<file path="config.mk">
export PLATFORM = sky130hd
export DESIGN_NAME = enemy_walker
export DESIGN_NICKNAME = d
export VERILOG_FILES = /design/src/rtl/enemy_pkg.sv /design/src/rtl/tile_snap.sv /design/src/rtl/enemy_walker.sv
export SDC_FILE = /design/constraint.sdc
export NUM_CORES = 1
export LEC_CHECK = 0
export CAP_MARGIN = 25
export CELL_PAD_IN_SITES_DETAIL_PLACEMENT = 1
export CELL_PAD_IN_SITES_GLOBAL_PLACEMENT = 2
export CORE_ASPECT_RATIO = 2
export CORE_UTILIZATION = 32
export DETAILED_ROUTE_END_ITERATION = 8
export PLACE_DENSITY = 0.9
export SKIP_LAST_GASP = 1
export SYNTH_ARGS = -nofsm -noshare
export SYNTH_HDL_FRONTEND = slang
export SYNTH_SLANG_ARGS = --single-unit
</file>
<file path="constraint.sdc">
create_clock -name sim_clk -period 3.7 [get_ports sim_clk]
set_input_delay 0.74 -clock sim_clk [delete_from_list [all_inputs] [get_ports sim_clk]]
set_output_delay 0.74 -clock sim_clk [all_outputs]
set_load 0.005 [all_outputs]
</file>
<file path="src/rtl/enemy_pkg.sv">
// ---------------------------------------------------------------------------
// enemy_pkg
// Shared constants for the patrolling enemy: FSM state encodings, walking
// direction values, collision flag bit positions, and the field offsets of
// the packed enemy state word {x_pos, y_pos, x_spd, y_spd, dir, active}.
// ---------------------------------------------------------------------------
package enemy_pkg;

  // FSM state encodings, as seen on the mode output
  localparam logic [2:0] WALK    = 3'd0;
  localparam logic [2:0] TURN    = 3'd1;
  localparam logic [2:0] STUNNED = 3'd2;
  localparam logic [2:0] DEAD    = 3'd3;

  // Walking direction
  localparam logic LEFT  = 1'b0;
  localparam logic RIGHT = 1'b1;

  // Bit positions inside the col input {ceiling, floor, right, left}
  localparam int COL_LEFT  = 0;
  localparam int COL_RIGHT = 1;
  localparam int COL_FLOOR = 2;
  localparam int COL_CEIL  = 3;

  // Default tile size is 32 px
  localparam int DEFAULT_TILE_LOG2 = 5;

  // Fixed low fields of the packed state word
  localparam int ST_ACTIVE_OFS = 0;
  localparam int ST_DIR_OFS    = 1;
  localparam int ST_YSPD_OFS   = 2;

  // Offsets of the width-dependent fields
  function automatic int stXSpdOfs(input int spdW);
    return 2 + spdW;
  endfunction

  function automatic int stYPosOfs(input int spdW);
    return 2 + 2 * spdW;
  endfunction

  function automatic int stXPosOfs(input int posW, input int spdW);
    return 2 + 2 * spdW + posW;
  endfunction

endpackage

</file>
<file path="src/rtl/tile_snap.sv">
// ---------------------------------------------------------------------------
// tile_snap
// Combinational tile-boundary snap. Moves pos by spd in the given direction,
// then aligns the result to the tile edge that was just hit:
//   toward positive: last pixel before the tile boundary (base - 1)
//   toward negative: first pixel of the next tile (base + T)
// Ports:
//   pos            current coordinate
//   spd            unsigned step size
//   towardPositive 1 = moving toward larger coordinates
//   snapped        aligned coordinate
// ---------------------------------------------------------------------------
module tile_snap #(
  parameter int POS_W     = 10,
  parameter int SPD_W     = 5,
  parameter int TILE_LOG2 = 5
) (
  input  logic [POS_W-1:0] pos,
  input  logic [SPD_W-1:0] spd,
  input  logic             towardPositive,
  output logic [POS_W-1:0] snapped
);

  localparam logic [POS_W-1:0] TILE = POS_W'(1) << TILE_LOG2;
  localparam logic [POS_W-1:0] MASK = TILE - POS_W'(1);

  logic [POS_W-1:0] moved;
  logic [POS_W-1:0] tileBase;

  assign moved    = towardPositive ? pos + POS_W'(spd) : pos - POS_W'(spd);
  // Clearing the low bits is the same as subtracting (moved & MASK)
  assign tileBase = moved & ~MASK;
  assign snapped  = towardPositive ? tileBase - POS_W'(1) : tileBase + TILE;

endmodule

</file>
<file path="src/rtl/enemy_walker.sv">
// ---------------------------------------------------------------------------
// enemy_walker
// Patrolling ground enemy, updated once per game frame. Walks left/right,
// pauses and turns on wall contact, falls under gravity, lands on floors,
// takes stomp hits (stun, then defeat).
//
// Optional feature macro: ENEMY_LEDGE_TURN_EN
//   When defined, adds input ledge_ahead; a grounded walker that sees no
//   floor one tile ahead turns around instead of walking off.
//
// Ports:
//   sim_clk      frame clock
//   reset_n      synchronous active-low reset
//   col          collision flags {ceiling, floor, right, left}
//   hit          one-frame stomp pulse
//   ledge_ahead  (ENEMY_LEDGE_TURN_EN only) no floor one tile ahead
//   enemy_state  {x_pos, y_pos, x_spd, y_spd, dir, active}
//   mode         current FSM state
//   hp           remaining hit points
// ---------------------------------------------------------------------------
module enemy_walker
  import enemy_pkg::*;
#(
  parameter int POS_W       = 10,
  parameter int SPD_W       = 5,
  parameter int TILE_LOG2   = DEFAULT_TILE_LOG2,
  parameter int INIT_X      = 450,
  parameter int INIT_Y      = 150,
  parameter int WALK_SPEED  = 3,
  parameter int GRAVITY     = 1,
  parameter int MAX_FALL    = 8,
  parameter int TURN_PAUSE  = 8,
  parameter int STUN_FRAMES = 60,
  parameter int HP_INIT     = 2
) (
  input  logic                       sim_clk,
  input  logic                       reset_n,
  input  logic [3:0]                 col,
  input  logic                       hit,
`ifdef ENEMY_LEDGE_TURN_EN
  input  logic                       ledge_ahead,
`endif
  output logic [2*POS_W+2*SPD_W+1:0] enemy_state,
  output logic [2:0]                 mode,
  output logic [1:0]                 hp
);

  localparam int TURN_W = $clog2(TURN_PAUSE + 1);
  localparam int STUN_W = $clog2(STUN_FRAMES + 1);

  localparam logic [SPD_W-1:0] WALK_SPD = SPD_W'(WALK_SPEED);

  logic [POS_W-1:0]  xPos, xNext;
  logic [POS_W-1:0]  yPos, yNext;
  logic [SPD_W-1:0]  ySpd, ySpdNext;
  logic              dir, dirNext;
  logic [1:0]        hpReg, hpNext;
  logic [2:0]        modeReg, modeNext;
  logic [TURN_W-1:0] turnTimer, turnNext;
  logic [STUN_W-1:0] stunTimer, stunNext;

  logic [POS_W-1:0]  xSnapped;
  logic [POS_W-1:0]  ySnapped;
  logic [SPD_W:0]    ySpdInc;
  logic [SPD_W-1:0]  ySpdFall;
  logic              wallHit;
  logic              ledgeTurn;
  logic              active;
  logic [SPD_W-1:0]  xSpdField;

  // Wall snap follows the current walking direction
  tile_snap #(.POS_W(POS_W), .SPD_W(SPD_W), .TILE_LOG2(TILE_LOG2)) xSnap (
    .pos            (xPos),
    .spd            (WALK_SPD),
    .towardPositive (dir),
    .snapped        (xSnapped)
  );

  // Floor snap: falling is always toward larger y
  tile_snap #(.POS_W(POS_W), .SPD_W(SPD_W), .TILE_LOG2(TILE_LOG2)) ySnap (
    .pos            (yPos),
    .spd            (ySpd),
    .towardPositive (1'b1),
    .snapped        (ySnapped)
  );

  assign wallHit = col[COL_LEFT] | col[COL_RIGHT];

`ifdef ENEMY_LEDGE_TURN_EN
  assign ledgeTurn = col[COL_FLOOR] & ledge_ahead;
`else
  assign ledgeTurn = 1'b0;
`endif

  // Gravity step, saturating at the terminal fall speed
  assign ySpdInc  = {1'b0, ySpd} + (SPD_W+1)'(GRAVITY);
  assign ySpdFall = (ySpdInc >= (SPD_W+1)'(MAX_FALL)) ? SPD_W'(MAX_FALL)
                                                      : ySpdInc[SPD_W-1:0];

  always_comb begin
    xNext    = xPos;
    yNext    = yPos;
    ySpdNext = ySpd;
    dirNext  = dir;
    hpNext   = hpReg;
    modeNext = modeReg;
    turnNext = turnTimer;
    stunNext = stunTimer;

    // Vertical motion runs in every state except DEAD
    if (modeReg != DEAD) begin
      if (col[COL_FLOOR]) begin
        if (ySpd != '0) begin
          yNext    = ySnapped;
          ySpdNext = '0;
        end
      end else begin
        yNext    = yPos + POS_W'(ySpd);
        ySpdNext = ySpdFall;
      end
      if (col[COL_CEIL]) begin
        ySpdNext = '0;
      end
    end

    case (modeReg)
      WALK, TURN: begin
        // A stomp overrides walls, ledges and the turn pause; x holds
        if (hit) begin
          if (hpReg > 2'd1) begin
            hpNext   = hpReg - 2'd1;
            modeNext = STUNNED;
            stunNext = '0;
          end else begin
            hpNext   = 2'd0;
            modeNext = DEAD;
          end
        end else if (modeReg == WALK) begin
          if (wallHit) begin
            xNext    = xSnapped;
            modeNext = TURN;
            turnNext = '0;
          end else if (ledgeTurn) begin
            modeNext = TURN;
            turnNext = '0;
          end else begin
            xNext = (dir == RIGHT) ? xPos + POS_W'(WALK_SPEED)
                                   : xPos - POS_W'(WALK_SPEED);
          end
        end else begin
          if (turnTimer == TURN_W'(TURN_PAUSE - 1)) begin
            dirNext  = ~dir;
            modeNext = WALK;
            turnNext = '0;
          end else begin
            turnNext = turnTimer + TURN_W'(1);
          end
        end
      end
      STUNNED: begin
        if (stunTimer == STUN_W'(STUN_FRAMES - 1)) begin
          modeNext = WALK;
          stunNext = '0;
        end else begin
          stunNext = stunTimer + STUN_W'(1);
        end
      end
      DEAD: begin
        modeNext = DEAD;
      end
      default: begin
        modeNext = WALK;
      end
    endcase
  end

  // Frame register; reset wins over every other input
  always_ff @(posedge sim_clk) begin
    if (!reset_n) begin
      xPos      <= POS_W'(INIT_X);
      yPos      <= POS_W'(INIT_Y);
      ySpd      <= '0;
      dir       <= RIGHT;
      hpReg     <= 2'(HP_INIT);
      modeReg   <= WALK;
      turnTimer <= '0;
      stunTimer <= '0;
    end else begin
      xPos      <= xNext;
      yPos      <= yNext;
      ySpd      <= ySpdNext;
      dir       <= dirNext;
      hpReg     <= hpNext;
      modeReg   <= modeNext;
      turnTimer <= turnNext;
      stunTimer <= stunNext;
    end
  end

  assign active    = (modeReg != DEAD);
  // Renderer expects a zero horizontal speed whenever the enemy is not walking
  assign xSpdField = (modeReg == WALK) ? WALK_SPD : '0;

  assign enemy_state = {xPos, yPos, xSpdField, ySpd, dir, active};
  assign mode        = modeReg;
  assign hp          = hpReg;

endmodule

</file>
# Yosys cells after proc, flatten, opt, wreduce, memory -nomap -nowiden
# Index checks and enable logic that the tools add are counted.
# op_classes
addsub	10
magnitude_cmp	2
n_eq_ne	14
n_mux	25
bitwise_logic	4
reduce_logical	12
# ops
cell	n
10-bit 2-to-1 mux	5
5-bit 2-to-1 mux	4
10-bit by 1-bit subtractor with 10-bit output, second input constant	2
6-bit 2-to-1 mux	3
3-bit 2-to-1 mux	5
4-bit 2-to-1 mux	3
6-bit case mux with 2 select lines	1
3-bit AND reduction	4
10-bit by 2-bit adder with 10-bit output, second input constant	1
10-bit by 5-bit adder with 10-bit output	1
10-bit by 6-bit adder with 10-bit output, second input constant	1
10-bit by 2-bit subtractor with 10-bit output, second input constant	1
3-bit case mux with 3 select lines	1
2-bit != test, second input constant	4
4-bit != test, second input constant	2
5-bit by 1-bit adder with 6-bit output, second input constant	1
6-bit by 1-bit adder with 6-bit output, second input constant	1
3-bit by 2-bit == test with 1-bit output, second input constant	2
6-bit == test, second input constant	1
6-bit by 4-bit >= comparator with 1-bit output, second input constant	1
2-bit AND reduction	3
5-bit nonzero test	1
4-bit by 1-bit adder with 4-bit output, second input constant	1
4-bit by 3-bit == test with 1-bit output, second input constant	1
other kinds (14)	17
# word_totals
reg_bits	41
in_bits	7
out_inout_bits	37
word_cells	75

# Longest topological paths before layout
# depth
ltp_word	5
mapped_depth	14
mapped_depth_nobuf	13

# Cells and area by module
# A second synthesis with hierarchy kept.
# hier_totals
cells_unflattened	497
hier_area_um2	3898.7
# modules_own_cells
mod	instances	cells_per_inst	area_each_um2	seq_area_each_um2
enemy_walker	1	330	2605.0	800.8
tile_snap (xSnap)	1	88	655.6	0.0
tile_snap (ySnap)	1	79	638.1	0.0

# Worst setup path before layout
# No wires, ideal clock.
# synth_timing
path_kind	reg-to-reg
startpoint	register ySpd[0]
endpoint	register yPos[9]
t_arrival_ps	2958
required_ps	3628
setup_slack_ps	670
path_stages_with_launch	14
n_path_buf	0
path_cell_list	dfxtp_1 ha_1 fa_1 a211oi_1 o21bai_1 nand2_1 xor2_1 ha_1 nand4_1 mux2i_1 a211oi_1 a311o_1 a21oi_1 mux2i_1
# synth_between
elab_chain_len	4
word_cells_on_any_way	7
cone_classes	add/sub (2); eq/ne (1); mux (2); reduce/logical (2)
# synth_rtl
element	line	text
start: declaration	enemy_walker.sv:55	logic [SPD_W-1:0] ySpd, ySpdNext;
start signal: assignment	enemy_walker.sv:191	ySpd <= ySpdNext;
10-bit by 5-bit adder with 10-bit output	tile_snap.sv:30, enemy_walker.sv:118	
10-bit by 1-bit subtractor with 10-bit output	tile_snap.sv:33	assign snapped = towardPositive ? tileBase - POS_W'(1) : tileBase + TILE;
10-bit 2-to-1 mux	enemy_walker.sv:113	if (ySpd != '0) begin
10-bit 2-to-1 mux	enemy_walker.sv:112	if (col[COL_FLOOR]) begin
end signal: assignment	enemy_walker.sv:181	yPos <= POS_W'(INIT_Y);
end signal: assignment	enemy_walker.sv:190	yPos <= yNext;
end: declaration	enemy_walker.sv:54	logic [POS_W-1:0] yPos, yNext;
# Parallel ways exist; a longest one is shown, timed or not. The select of a mux whose other input is x is not followed.
# A chain may end at the register's enable or synchronous reset.

# Final worst setup path
# Ends and elaborated chain as after synthesis.

==> flow_metrics.py <==
metrics = {
    "status": {
        "status": "complete, but fails checks",
        "violations_in_the_final_reports": "DRC",
    },
    "timing": {
        "worst_pin_slew_ns": 0.6833,
        "hold_violation_total_from_the_final_report": 0,
        "period_needed_ns": 3.377,
        "fin_crit_sh_pct": 91.27,
        "maxSlewViolCount": 0,
        "finClkSkew_ns": 0.003169,
        "setup_tns_ns": 0,
        "timing.slew.headroom_pct": 54.31,
        "timing.fmax_mhz": 296.1,
        "post-route-worst-setup-slack_ns": 0.3232,
        "rsz_0062_raised_after_global_routing": "false",
        "number_of_endpoints_failing_setup_at_the_final_stage": 0,
    },
    "synth": {
        "register_area_share_after_synthesis_pct": 26.33,
        "avgSynthCellArea_sq_um": 8.090,
        "asyncSetResetFlopFracSynth_pct": 0,
        "number_of_instances_in_the_synthesized_netlist": 376,
        "postSynthRegisterBits": 40,
        "syn_area_sq_um": 3042,
        "post_synth_edffs": 0,
        "ys_types": 66,
        "synth-warning-count": 0,
        "yosys_most_used_dff": "sky130_fd_sc_hd__dfxtp_1",
    },
    "global_route": {
        "remaining_global_route_overflow": 0,
        "pin_count_of_the_biggest_net_entering_global_routing": 18,
        "initial_antenna_violation_count": 0,
        "first_pass_grt_wire_length_um": 15030,
        "grt.total_usage_pct": 19.26,
        "first_global_vias": 3199,
    },
    "die": {
        "die-area_sq_um": 9923,
        "dieWidth_um": 70.94,
        "number_of_placement_rows": 50,
        "die_h_um": 139.9,
        "coreArea_sq_um": 9321,
        "start_util_pct": 32.63,
        "floorplan.io_pins": 44,
    },
    "routing": {
        "drt_first_iter_violations": 105,
        "drt_wl_total_um": 8868,
        "route.antenna.remaining_nets": 0,
        "post-route-drc-count": 4,
        "detailedRoute.firstPassIterationCount": 8,
        "wl_per_cell_um": 17.46,
        "detail_route.vias_per_cell": 5.801,
        "via_count": 2947,
    },
    "power": {
        "switching_fraction_of_total_power_pct": 28.55,
        "pwr-share-seq_pct": 40.6,
        "power.density_cell_area_nw_per_um2": 331.8,
        "peakVddDrop_uv": 165.6,
        "pwr-share-clk_pct": 38.5,
        "total_power_mw": 1.204,
        "internal-power_mw": 0.8604,
        "p_sw_mw": 0.3438,
        "power.combinational.fraction_pct": 21.0,
        "leakagePower_nw": 1.389,
    },
    "cells_and_area": {
        "fraction_of_final_layout_cells_with_drive_strength_greater_than_1_pct": 7.673,
        "area.growth.synth_to_final_pct": 19.33,
        "layout.cells.most_common": "sky130_fd_sc_hd__dfxtp_1",
        "num-fill-cells": 1130,
        "mostFrequentLayoutCells": "sky130_fd_sc_hd__dfxtp_1 (40), sky130_fd_sc_hd__clkdlybuf4s50_1 (39), sky130_fd_sc_hd__nand2_1 (36)",
        "finalCoreUtilization_pct": 38.94,
        "layout.cells.non_filler": 508,
        "design.final.nets": 433,
        "diodes": 0,
    },
    "cts": {
        "cts-root-to-sink-buffers": 2,
        "clk_transition_reported_paths_ns": 0.06,
        "ctsHoldBuffers": 0,
        "cts_root_buffer": "sky130_fd_sc_hd__clkbuf_16",
        "cts_tree": "yes",
        "insertion_delay_ns": 0.29,
        "clock-sinks": 40,
        "h_tree_depth": 2,
        "cts_made_buffers": 5,
    },
    "placed_design": {
        "portBuffers": 39,
        "placed_cells": 501,
        "gp_congestion": 0.8039,
        "dp_hpwl_um": 6932,
        "preCtsSetupSlack_ns": 0.1729,
    },
    "hold_path": {
        "min-delay-path-class": "flop to flop",
    },
    "critical_path": {
        "cp_data_required_time_ns": 3.92,
        "timing.critical_path.arrival_ns": 3.60,
        "crit_type": "flop to flop",
        "critPathLaunchType": "flop",
        "crit_path_end_kind": "flop",
        "worst-path-max-fanout": 8,
    },
    "run": {
        "cap_viol_max_count": 0,
    },
}
Yosys cell counts (4+ instances only):
master | n | share of area [%]
sky130_fd_sc_hd__nand4_1 | 6 | 1.2
sky130_fd_sc_hd__a21o_1 | 5 | 1.2
sky130_fd_sc_hd__nor3b_1 | 7 | 1.7
sky130_fd_sc_hd__and2_1 | 6 | 1.2
sky130_fd_sc_hd__nand3_1 | 11 | 1.8
sky130_fd_sc_hd__o211ai_1 | 6 | 1.5
sky130_fd_sc_hd__mux2i_1 | 6 | 2.0
sky130_fd_sc_hd__o21ai_0 | 24 | 3.9
sky130_fd_sc_hd__nor2_1 | 23 | 2.8
sky130_fd_sc_hd__nor2b_1 | 16 | 3.3
sky130_fd_sc_hd__xnor2_1 | 9 | 2.6
sky130_fd_sc_hd__dfxtp_1 | 40 | 26
sky130_fd_sc_hd__a31oi_1 | 4 | 0.82
sky130_fd_sc_hd__a21oi_1 | 24 | 3.9
sky130_fd_sc_hd__nor3_1 | 13 | 2.1
sky130_fd_sc_hd__ha_1 | 20 | 8.2
sky130_fd_sc_hd__xor2_1 | 4 | 1.2
sky130_fd_sc_hd__nand2b_1 | 9 | 1.9
sky130_fd_sc_hd__clkbuf_1 | 17 | 2.1
sky130_fd_sc_hd__buf_4 | 8 | 2.0
sky130_fd_sc_hd__inv_1 | 7 | 0.86
sky130_fd_sc_hd__nand2_1 | 36 | 4.4
sky130_fd_sc_hd__a211oi_1 | 8 | 2.0
worst max-delay path, cell delays in order, from the launching register on:
cell and delay [ns]:
sky130_fd_sc_hd__dfxtp_1 0.38, sky130_fd_sc_hd__ha_1 0.27, sky130_fd_sc_hd__fa_1 0.45, sky130_fd_sc_hd__a211oi_2 0.33, sky130_fd_sc_hd__o21bai_1 0.20, sky130_fd_sc_hd__nand2_1 0.14, sky130_fd_sc_hd__xor2_1 0.20, sky130_fd_sc_hd__ha_1 0.29
sky130_fd_sc_hd__nand4_1 0.11, sky130_fd_sc_hd__mux2i_1 0.15, sky130_fd_sc_hd__a211oi_1 0.09, sky130_fd_sc_hd__a311o_1 0.33, sky130_fd_sc_hd__a21oi_1 0.17, sky130_fd_sc_hd__mux2i_1 0.20
kinds of logic after synthesis:
family                     Yosys count  synth area share, %
AOI/OAI and AO/OA                  109                25.22
xor gates and xnor gates            14                4.278
adders and majority gates           22                9.543
buffers and inverters               34                5.677
DFF                                 40                26.33
muxes                                8                2.715
other                                1               0.1233
and+or+nand+nor                    148                26.12
final timing paths:
path                              start      end  slack, ns  depth (start not counted)
worst max-delay path            ySpd[0]  yPos[9]       0.32                         13
worst max register to register  ySpd[0]  yPos[9]       0.32                         13
worst min-delay path            yPos[9]  yPos[9]       0.49                          2
worst min register to register  yPos[9]  yPos[9]       0.49                          2
what timing repair did:
action	in CTS	in global routing
resized for setup	0	1
endpoints found under the setup margin	0	1
buffers inserted	0	0
stage by stage:
stage               cell area [sq um]  hold slack, ns
global route                     3630          0.5061
CTS                              3625          0.4971
global placement                 3472          0.4703
detailed placement               3472          0.4840
finish                           3630          0.4926
floorplan                        3053          0.4492
routing by layer:
| metal | routed length (um) | part of all wire, % | global-route usage, % |
|---|---|---|---|
| met1 | 3073 | 35 | 17.04 |
| met2 | 5202 | 59 | 39.37 |
| met3 | 231 | 2.6 | 2.969 |
| met4 | 359 | 4.0 | 10.21 |
| met5 | 0 | 0 | 0 |
final cells by class:
class                   count  area [sq um]  area share (%)
multi-input cells         305          2085           57.43
flip-flops and latches     40         800.8           22.06
repair buffers             45         435.4           12.00
clock buffers               7         152.6           4.205
well taps                 104         130.1           3.585
inverters                   7         26.28          0.7239
power groups by stage:
stage | clock network (mW) | registers, mW | logic, mW
after global routing | 0.492 | 0.493 | 0.282
after floorplan | 0 | 0.482 | 0.176
after global placement | 0 | 0.496 | 0.245
final | 0.463 | 0.488 | 0.253
after CTS | 0.478 | 0.489 | 0.256
after detailed placement | 0 | 0.498 | 0.255
registers in the layout (all words and copies together) (netlist names), named ones only:
| signal | flops |
|---|---|
| ySpd | 5 |
| xPos | 10 |
| stunTimer | 6 |
| mode | 1 |
| dir | 1 |
| hp | 2 |
| turnTimer | 4 |
| yPos | 10 |
No activity file was read; power rests on OpenSTA's default activity.
==> patch 1, RTL diff (config.mk and constraints unchanged) <==
`POS_W` is set to 10 in 2 places; all go to 20.
--- a/src/rtl/tile_snap.sv
+++ b/src/rtl/tile_snap.sv
@@ -11,7 +11,7 @@
 //   snapped        aligned coordinate
 // ---------------------------------------------------------------------------
 module tile_snap #(
-  parameter int POS_W     = 10,
+  parameter int POS_W     = 20,
   parameter int SPD_W     = 5,
   parameter int TILE_LOG2 = 5
 ) (
--- a/src/rtl/enemy_walker.sv
+++ b/src/rtl/enemy_walker.sv
@@ -21,7 +21,7 @@
 module enemy_walker
   import enemy_pkg::*;
 #(
-  parameter int POS_W       = 10,
+  parameter int POS_W       = 20,
   parameter int SPD_W       = 5,
   parameter int TILE_LOG2   = DEFAULT_TILE_LOG2,
   parameter int INIT_X      = 450,
Interface: changed (resized enemy_state); port bits go from 44 to 64. No check against the original RTL was run, so the function may have changed too.
==> patch 1 against the unedited design <==
Combinational power is 150% higher. Routed wire length increased by 110%. Non-clock buffer count increased by 51. Total power up 96%. Sequential cell count increased by 20. Final area is 82% higher. Synthesized area is 71% higher. Setup slack lost 0.15 ns. Largest power group is now clock.
==> patch 1: results (changes against the unedited design) <==
{| class="wikitable"
! Metric !! Value
|-
| Top post-synthesis cells by count || nand2_1, dfxtp_1, nor2_1
|-
| Wire length on met1 || 6.43 mm (+110%)
|-
| Cts bufs inserted || 9 (+4)
|-
| Run status || complete, no violations
|-
| Number of filler cells placed in the layout || 1,970 (+74%)
|-
| Area share of buffers outside the clock network || 13.1% (+1.1 points)
|-
| Combinational-cell power consumption || 0.000621 W (+150%)
|-
| Capture point of the critical path || yPos[19]
|-
| Largest stage delay on the critical path || 0.38 ns (-0.07 ns)
|-
| Number of cells in the finished layout apart from fillers || 963 (+90%)
|-
| Final #Nets || 796 (+84%)
|-
| First DRT Iteration DRCs || 157 (+50%)
|-
| Register area || 1200 um^2 (+50%)
|-
| Clock network area share || 5.16% (+0.96 points)
|-
| Clock insertion delay at the later pin of the skew report || 0.33 ns (+0.04 ns)
|-
| Slew margin rel. || 47.8% (-6.5 points)
|-
| Origin of the worst min-delay path || xPos[19]
|-
| Met2 usage in global routing || 44.9% (+5.5 points)
|-
| Detailed-placement wirelength estimate || 14.2 mm (+100%)
|-
| Total GRT Usage || 22.4% (+3.1 points)
|-
| Via density per instance || 5.83 (+0.47%)
|-
| Slowest-stage cell, CP || nor4b_4
|-
| Worst-case setup slack after placement || -0.102 ns (-0.275 ns)
|-
| Number of buffers added on ports || 59 (+51%)
|-
| CTS H-tree depth || 3 (+1)
|-
| Met3 layer usage reported by global route || 2.33% (-0.64 points)
|-
| Met2 WL || 10.5 mm (+100%)
|-
| Placed cells || 941 (+88%)
|-
| Met1 GRT Util || 20.8% (+3.7 points)
|-
| Worst EP arrival || 3.78 ns (+0.18 ns)
|-
| Largest net degree at the start of global routing || 29 (+11)
|-
| Number of clock buffer instances in the layout || 10 (+3)
|-
| Biggest area contributors in the synthesized netlist || dfxtp_1, ha_1, a21oi_1
|-
| Sw Ratio || 30.8% (+2.3 points)
|-
| Worst Reg2Reg Path Length in Cells || 15 (+2)
|}
[patch 1: timing repair]
item                       in CTS  in global routing
buffers inserted                1                  4
gates cloned                    0                  1
gates resized for setup        13                 22
pin swaps                       1                  4
setup endpoints to repair       6                 10
[patch 1: metrics by stage]
stage               utilization [%]  setup TNS [ns]  total power (W)
global placement               38.3               0          0.00135
detailed placement             38.3          -0.216          0.00137
finish                         41.7               0          0.00236
floorplan                         -               0          0.00114
global route                   41.7        -0.00566          0.00248
CTS                            40.9         -0.0223          0.00237
[patch 1: worst min-delay path: cells and delay by family, from the launching register on]
kind	cells	cell delay (ns)
AND/OR/NAND/NOR	1	0.06
flip-flops	1	0.32
multiplexers	1	0.05
[patch 1: cells by family after synthesis]
group / after synthesis / share of synthesized area (%)
xor+xnor: 41 / 6.88
other cells: 1 / 0.0719
simple gates: 280 / 28.3
flops: 60 / 23.0
fa+ha+maj: 32 / 7.96
buf+inv: 60 / 6.00
compound gates: 202 / 25.6
mux: 11 / 2.13
==> patch 2, RTL diff (same flow settings) <==
Made on the original files. Reset style: asynchronous (`reset_n`), changed in one clocked block. Comments in the files are not updated.
--- a/src/rtl/enemy_walker.sv
+++ b/src/rtl/enemy_walker.sv
@@ -175,7 +175,7 @@
   end
 
   // Frame register; reset wins over every other input
-  always_ff @(posedge sim_clk) begin
+  always_ff @(posedge sim_clk or negedge reset_n) begin
     if (!reset_n) begin
       xPos      <= POS_W'(INIT_X);
       yPos      <= POS_W'(INIT_Y);
Function: differs if reset_n is asserted again (counterexample within 4 cycles, from zero or initial values and one cycle with reset_n low); with reset_n held inactive, the same outputs for 4 cycles.
==> patch 2 against the unedited design <==
Sequential cell count did not move. Total power rose by 26%. Setup slack got worse by 0.061 ns. Final area fell by 2.1%. Synthesized cell count fell by 11%. Critical endpoint is now xPos[9]. Die area fell by 4.2%. Highest routed layer unchanged. Sequential power rose by 20%. Routed wire length fell by 11%. Largest cell class unchanged. Clock power rose by 9.3%. Synthesized area fell by 4.2%.
==> patch 2: results (changes against the unedited design) <==
{| class="wikitable"
! Metric !! Value
|-
| Top post-synthesis cells by count || nand2_1, dfrtp_1, nor2_1
|-
| Average detailed-routed wire length per instance || 16.8 um (-3.7%)
|-
| First-pass detailed-route iteration total || 4 (-4)
|-
| Largest fanout of any net on the critical path || 10 (+2)
|-
| Biggest area contributors in the synthesized netlist || dfrtp_1, dfstp_2, ha_1
|-
| Final #Nets || 397 (-8.3%)
|-
| Fraction of layout cells with a size suffix above 1 || 10.3% (+2.6 points)
|-
| Final clock skew || 0.00483 ns (+0.00166 ns)
|-
| Via density per instance || 5.55 (-4.4%)
|-
| Slew at the pin closest to its max-slew limit || 0.574 ns (-0.109 ns)
|-
| Ys async rst share || 100% (+100 points)
|-
| Largest stage delay on the critical path || 0.62 ns (+0.17 ns)
|-
| Slowest-stage cell, CP || or4b_2
|-
| Top Registers || xPos x10, yPos x10, stunTimer x6
|-
| Clock insertion delay at the later pin of the skew report || 0.29 ns (about the same)
|-
| Synthesized instance count || 333 (-11%)
|-
| Largest net degree at the start of global routing || 41 (+23)
|-
| Number of filler cells placed in the layout || 1,007 (-11%)
|-
| LEAKAGE || 1.54 nW (+11%)
|-
| Number of cells in the finished layout apart from fillers || 469 (-7.7%)
|-
| IR drop worst, VDD || 0.258 mV (+56%)
|-
| Detailed-placement wirelength estimate || 5.97 mm (-14%)
|-
| Total GRT Usage || 18.2% (-1.1 points)
|-
| Buffer type at the clock tree root || clkbuf_16
|-
| Placed cells || 460 (-8.2%)
|-
| Worst min-delay path category || in -> async
|-
| First DRT Iteration DRCs || 99 (-5.7%)
|-
| Number of buffers added on ports || 39 (unchanged)
|-
| CTS H-tree depth || 2 (unchanged)
|-
| Wire length of the first global-routing pass || 13.6 mm (-9.8%)
|-
| Run status || complete, no violations
|-
| Final GP Congestion || 0.828 (+3.0%)
|-
| Vias in the first global route || 2,816 (-12%)
|-
| Seq/Total Area, Yosys || 34.8% (+8.5 points)
|-
| Worst EP arrival || 3.61 ns (about the same)
|}
[patch 2: changes by cell type after synthesis, moves of 7 or more]
| cell | before | now |
|---|---|---|
| dfxtp_1 | 40 | 0 |
| dfrtp_1 | 0 | 30 |
| nor2b_1 | 16 | 2 |
| dfstp_2 | 0 | 10 |
| clkbuf_1 | 17 | 10 |
| nor2_1 | 23 | 30 |
[patch 2: final timing paths]
path                       startpoint           end  slack (ns)  cells after the start
max                               dir       xPos[9]        0.26                     11
min                           reset_n  stunTimer[0]        0.25                      1
max reg2reg                       dir       xPos[9]        0.26                     11
min reg2reg                   yPos[9]       yPos[9]        0.47                      1
max in group asynchronous     reset_n       xPos[1]        2.96                      2
min in group sim_clk          yPos[9]       yPos[9]        0.47                      1
[patch 2: cells by family after synthesis]
kind of cell / after synthesis / share of synthesized area, %
AO/OA/AOI/OAI: 100 / 22.6
XOR/XNOR: 19 / 5.71
adder cells (fa/ha/maj): 22 / 9.97
buffers and inverters: 30 / 4.98
flip-flops: 40 / 34.8
multiplexers: 7 / 2.45
other: 1 / 0.129
AND/OR/NAND/NOR: 114 / 19.3
[patch 2: power by group]
part / internal (W) / switching, W / total (W)
registers: 0.000508 / 0.0000792 / 0.000588
logic: 0.000220 / 0.000201 / 0.000422
clock network: 0.000317 / 0.000189 / 0.000506
[patch 2: final cells by class]
type	instances	area share, %
clock buffers	5	3.52
inverters	10	1.06
repair buffers	45	12.5
well taps	100	3.52
flip-flops and latches	40	28.5
clock inverters	3	1.20
multi-input cells	266	49.7
[patch 2: routing by layer]
layer	GRT usage [%]	share of wire (%)	vias up
met4	7.71	2.5	0
li1	-	-	1261
met1	17.9	37	1285
met3	2.80	2.9	13
met2	36.5	57	42
met5	0	0	-
[patch 2: through the flow]
step	setup slack, ns	instance area [um^2]	utilization (%)	hold slack (ns)
2_1_floorplan	0.315	2920	-	0.444
3_3_place_gp	0.347	3360	38.6	0.458
3_5_place_dp	0.275	3360	38.6	0.467
4_1_cts	0.246	3530	40.6	0.480
5_1_grt	0.0509	3550	40.8	0.253
6_report	0.262	3550	40.8	0.252
